File: config.mk
export PLATFORM = sky130hd
export DESIGN_NAME = ga_input_feeder
export DESIGN_NICKNAME = d
export VERILOG_FILES = /design/src/rtl/ga_input_feeder.sv
export SDC_FILE = /design/constraint.sdc
export NUM_CORES = 2
export LEC_CHECK = 0
export BUFFER_PORTS_ARGS = -buffer_cell sky130_fd_sc_hd__buf_2
export CORE_MARGIN = 3
export CORE_UTILIZATION = 25
export DETAILED_ROUTE_END_ITERATION = 7
export PLACE_DENSITY = 0.38
export SLEW_MARGIN = 30
export SYNTH_ARGS = -nofsm -noshare
export SYNTH_HDL_FRONTEND = slang
export SYNTH_SLANG_ARGS = --single-unit
export TNS_END_PERCENT = 5
File: constraint.sdc
create_clock -name clk -period 17.59 [get_ports clk]
set_input_delay 2.6385 -clock clk [delete_from_list [all_inputs] [get_ports clk]]
set_output_delay 2.6385 -clock clk [all_outputs]
set_load 0.05 [all_outputs]
File: src/rtl/ga_input_feeder.sv
// rtl/ga_input_feeder.sv - sample FIFO and pulse sequencer feeding ga_top, with result monitor.
// Optional GA_FEEDER_STATS_EN adds a saturating stall_cntr output.
module ga_input_feeder #(
  parameter int DATA_W     = 6,
  parameter int M_MAX      = 32,
  parameter int FIFO_DEPTH = 8,
  parameter int HOLDOFF    = 4,
  parameter int CNT_W      = 32
) (
  input  logic                              clk,
  input  logic                              rstn,
  input  logic                              s_valid,
  output logic                              s_ready,
  input  logic [DATA_W-1:0]                 s_v_vec [0:M_MAX-1],
  input  logic [DATA_W-1:0]                 s_d,
  input  logic                              cfg_replay_en,
  input  logic                              ga_ready,
  output logic                              o_valid_pls,
  output logic [DATA_W-1:0]                 o_v_vec [0:M_MAX-1],
  output logic [DATA_W-1:0]                 o_d,
  input  logic                              ga_valid_lvl,
  input  logic [DATA_W-1:0]                 ga_y,
  output logic [DATA_W-1:0]                 res_y,
  output logic [CNT_W-1:0]                  sent_cntr,
  output logic [CNT_W-1:0]                  result_cntr,
  output logic [$clog2(FIFO_DEPTH+1)-1:0]   fifo_level
`ifdef GA_FEEDER_STATS_EN
  ,
  output logic [CNT_W-1:0]                  stall_cntr
`endif
);

  localparam int PTR_W = (FIFO_DEPTH > 1) ? $clog2(FIFO_DEPTH) : 1;
  localparam int LVL_W = $clog2(FIFO_DEPTH+1);
  localparam int HC_W  = (HOLDOFF > 0) ? $clog2(HOLDOFF+1) : 1;
  localparam logic [HC_W-1:0]  HC_MAX   = HC_W'(HOLDOFF);
  localparam logic [LVL_W-1:0] LVL_FULL = LVL_W'(FIFO_DEPTH);

  typedef enum logic [1:0] {
    IDLE      = 2'd0,
    WAIT_DROP = 2'd1,
    WAIT_RDY  = 2'd2
  } state_t;

  state_t state, state_n;

  logic [DATA_W-1:0] mem_v [0:FIFO_DEPTH-1][0:M_MAX-1];
  logic [DATA_W-1:0] mem_d [0:FIFO_DEPTH-1];
  logic [PTR_W-1:0]  wr_ptr, rd_ptr;
  logic [LVL_W-1:0]  count, count_n;
  logic              full_q, ne_q;
  logic              has_last;
  logic [HC_W-1:0]   hc, hc_n;
  logic              launch, use_fifo;
  logic              push, pop;
  logic              vl_q;

  assign s_ready    = !full_q;
  assign push       = s_valid && !full_q;
  assign pop        = launch && use_fifo;
  assign fifo_level = count;

  always_comb begin
    count_n = count;
    case ({push, pop})
      2'b10:   count_n = count + 1'b1;
      2'b01:   count_n = count - 1'b1;
      default: count_n = count;
    endcase
  end

  always_ff @(posedge clk) begin
    if (push) begin
      mem_v[wr_ptr] <= s_v_vec;
      mem_d[wr_ptr] <= s_d;
    end
  end

  // ne_q deliberately lags count by one edge: it sets the push-to-pulse latency
  // and is never stale-high in IDLE, since pops only happen when leaving IDLE.
  always_ff @(posedge clk or negedge rstn) begin
    if (!rstn) begin
      wr_ptr <= '0;
      rd_ptr <= '0;
      count  <= '0;
      full_q <= 1'b0;
      ne_q   <= 1'b0;
    end else begin
      if (push) wr_ptr <= wr_ptr + 1'b1;
      if (pop)  rd_ptr <= rd_ptr + 1'b1;
      count  <= count_n;
      full_q <= (count_n == LVL_FULL);
      ne_q   <= (count != '0);
    end
  end

  always_comb begin
    state_n  = state;
    hc_n     = hc;
    launch   = 1'b0;
    use_fifo = 1'b0;
    case (state)
      IDLE: begin
        if (ga_ready && (ne_q || (cfg_replay_en && has_last))) begin
          launch   = 1'b1;
          use_fifo = ne_q;
          hc_n     = '0;
          state_n  = WAIT_DROP;
        end
      end
      WAIT_DROP: begin
        if (!ga_ready)         state_n = WAIT_RDY;
        else if (hc == HC_MAX) state_n = IDLE;
        else                   hc_n    = hc + 1'b1;
      end
      WAIT_RDY: begin
        if (ga_ready) state_n = IDLE;
      end
      default: state_n = IDLE;
    endcase
  end

  // Replay needs no shadow copy: o_v_vec/o_d already hold the last issued sample.
  always_ff @(posedge clk or negedge rstn) begin
    if (!rstn) begin
      state       <= IDLE;
      hc          <= '0;
      has_last    <= 1'b0;
      o_valid_pls <= 1'b0;
      o_d         <= '0;
      sent_cntr   <= '0;
      for (int i = 0; i < M_MAX; i++) o_v_vec[i] <= '0;
    end else begin
      state       <= state_n;
      hc          <= hc_n;
      o_valid_pls <= launch;
      if (launch) begin
        has_last  <= 1'b1;
        sent_cntr <= sent_cntr + 1'b1;
        if (use_fifo) begin
          o_v_vec <= mem_v[rd_ptr];
          o_d     <= mem_d[rd_ptr];
        end
      end
    end
  end

  always_ff @(posedge clk or negedge rstn) begin
    if (!rstn) begin
      vl_q        <= 1'b0;
      res_y       <= '0;
      result_cntr <= '0;
    end else begin
      vl_q <= ga_valid_lvl;
      if (ga_valid_lvl && !vl_q) begin
        res_y       <= ga_y;
        result_cntr <= result_cntr + 1'b1;
      end
    end
  end

`ifdef GA_FEEDER_STATS_EN
  always_ff @(posedge clk or negedge rstn) begin
    if (!rstn) begin
      stall_cntr <= '0;
    end else if ((count != '0) && !ga_ready && (stall_cntr != '1)) begin
      stall_cntr <= stall_cntr + 1'b1;
    end
  end
`endif

endmodule

==> results.cfg <==
[cells_and_area]
drive_gt1_share_pct = 31.9
layout.nets = 4120
stdcell_area_um2 = 84400
area_growth_pct = 20.6

[cts]
cts_resized = 0
insertion_delay_ns = 0.87
cts_buffers = 215
clkTransAtPathRegs_ns = 0.06
root_buffer = clkbuf_16
cts_tree = done
hold_buffers = 0
clk_path_buf_depth = 4
postCtsSetupBuffers = 0
clkSinkCount = 1872
htreeDepth = 4

[logic_synthesis]
synth_warnings = 0
yosysMostFrequentCell = edfxtp_1
synth_largest_area_cell = edfxtp_1
synth.ff_latch_count = 1872
synthesis.nets = 3517
synthTopCellsByCount = edfxtp_1 (1,584), mux4_2 (396), dfrtp_1 (288)
ys_seq_area_share_pct = 78.3
synth-async-reset-ratio_pct = 15.4
avgSynthCellArea_um2 = 21.2
synth_top_area_share_pct = 68.0
ys_top_cells_by_area = edfxtp_1 (68%), mux4_2 (13%), dfrtp_1 (10%)
synth_ff_type = edfxtp_1
synth_cell_types = 40
synth_edf_count = 1584
synth_area_um2 = 70000
synthCells = 3297

[die]
die-area_um2 = 286000
io_pins = 484
initial_core_util_pct = 25.2
fp.dieW_um = 535
die-height_um = 535
rows = 193
core_area_um2 = 277000

[power_and_ir_drop]
vdd_drop_max_uv = 107
p_per_area_nw_per_um2 = 178
p_leak_nw = 28.6
power_mw = 15.0

[placement]
io_buffers = 483
gp_congestion = 0.699
dp_hpwl_um = 102000
placed_cell_area_um2 = 77100

[drt]
drc = 0
vias_per_cell = 4.25
ant_nets = 0
first_pass_iters = 5
dr_total_vias = 33194
dr.first_iter.drc_count = 2109
drt-total-wl_um = 180000
routedWlPerCell_um = 23.1

[critical_path]
end_kind = flip-flop
cp_slowest_stage_delay_ns = 0.69
crit_path_top_delay_cell = nor2_4
cp_common_cell = buf_4
cp_max_fo = 34
cp_top_family = buffers and inverters
worstSetupPathType = input pin to flip-flop
r2r_slack_ns = 13.25
crit_buf_inv = 4
arrival_ns = 6.25
worstPathRequired_ns = 18.05
start_kind = input pin
path_cells = buf_2 -> nor2b_1 -> nand2b_1 -> nor2_4 -> buf_4 -> buf_4 -> buf_4

[global_route]
grt_use_total_pct = 12.4
antenna_found_initial = 86
grt_max_degree = 126
grt_pass1_vias = 35630
grt_first_pass_wirelength_um = 262000
gr-total-overflow = 0

[flow_run]
maxCapViolations = 0

[timing]
fin_crit_ns = 5.79
slew_violations = 0
tightest_slew_ns = 1.02
hold_violations = 0
fmax_mhz = 173
relSlewSlack_pct = 32.1
setup_viol = 0
fin_worst_skew_ns = 0.0572
rsz0062_at_grt = no
fin_crit_sh_pct = 32.9
tns_ns = 0

[worst_hold_path]
hp-class = flip-flop to flip-flop

[status]
outcome = complete, no violations
-- sequential cells by signal (all words and copies together), names as in the netlist, 4 cells and up --
signal and count:
mem_v 1536, o_v_vec 192, mem_d 48, result_cntr 32, sent_cntr 32, o_d 6
res_y 6, fifo_level 4
-- where the power goes --
part	internal [mW]	leakage, nW	total [mW]	switching, mW
combinational	1.59	7.34	4.55	2.96
sequential	5.65	17.7	5.95	0.308
clock	2.64	3.51	4.48	1.84
total	9.88	28.6	15.0	5.10
-- through the flow --
step | cells | utilization [%] | setup slack [ns] | hold slack (ns)
floorplan | 3297 | - | 0.134 | 0.464
global placement | 7382 | 27.7 | 10.40 | 0.452
detailed placement | 7385 | 27.8 | 10.38 | 0.460
CTS | 7787 | 30.4 | 11.33 | 0.468
global route | 7793 | 30.4 | 11.51 | 0.502
finish | 7814 | 30.4 | 11.80 | 0.468
-- final timing paths --
kind                                 startpoint               to  depth (start not counted)
worst max-delay path                    s_valid     mem_v[6][74]                          7
worst min-delay path            result_cntr[31]  result_cntr[31]                          1
worst max register to register        rd_ptr[1]     o_v_vec[169]                          6
worst min register to register  result_cntr[31]  result_cntr[31]                          1
max in group asynchronous                  rstn     o_v_vec[160]                          3
min in group asynchronous                  rstn     o_v_vec[127]                          1
-- layout make-up --
class                   count  area [µm²]
clock buffers             282        5890
fillers                 27066      193000
inverters                  13        48.8
well taps                3705        4640
multi-input cells        1251       14600
flip-flops and latches   1872       54800
repair buffers            547        3140
clock inverters           120        1260
diodes                     24        60.1
-- routing by layer --
metal | wire (µm) | GRT usage (%) | part of all wire [%]
met2 | 86500 | 20.4 | 48
met4 | 4480 | 3.39 | 2.5
met1 | 79300 | 16.7 | 44
met5 | 214 | 0 | 0.12
met3 | 9780 | 2.57 | 5.4
-- worst reg2reg max path, delay by kind of cell, from the launching register on --
kind / cells / cell delay [ns]
DFF: 1 / 0.80
muxes: 2 / 0.92
AOI/OAI and AO/OA: 1 / 0.14
buffers and inverters: 3 / 2.33
-- cells in the final DEF, fill, tap and decap left out, types with 3 or more instances in the layout --
cell / netlist / layout
xor2_1: 33 / 33
dfrtp_1: 288 / 285
buf_16: 0 / 4
xnor2_1: 36 / 36
clkbuf_16: 0 / 216
dfrtp_4: 0 / 3
nor2_1: 221 / 215
nand3_1: 22 / 22
nor2b_1: 3 / 3
clkinv_8: 0 / 3
clkbuf_1: 88 / 42
mux2i_1: 201 / 201
mux2_2: 11 / 11
buf_2: 54 / 482
nor3_1: 15 / 13
clkinv_16: 0 / 5
ha_1: 9 / 9
clkinv_2: 0 / 49
clkbuf_8: 0 / 24
inv_6: 0 / 5
edfxtp_1: 1584 / 1584
a21oi_1: 201 / 201
buf_4: 0 / 46
nand4_1: 26 / 26
buf_12: 0 / 11
buf_6: 0 / 3
mux4_2: 396 / 396
nand2b_1: 6 / 6
clkinv_1: 0 / 29
diode_2: 0 / 24
and3_1: 7 / 7
nand2_1: 26 / 26
nor4_2: 3 / 3
and4_1: 7 / 7
clkinvlp_4: 0 / 7
inv_1: 13 / 13
nor2_4: 0 / 6
bufinv_16: 0 / 19
nor4_1: 6 / 5
-- cell families after synthesis --
kind of cell	Yosys count	synth area share, %
buf+inv	174	1.03
xor+xnor	69	0.864
fa+ha+maj	10	0.190
mux	608	15.8
compound gates	209	1.52
flops	1872	78.3
simple gates	355	2.33
(Power assumes the default switching activity.)
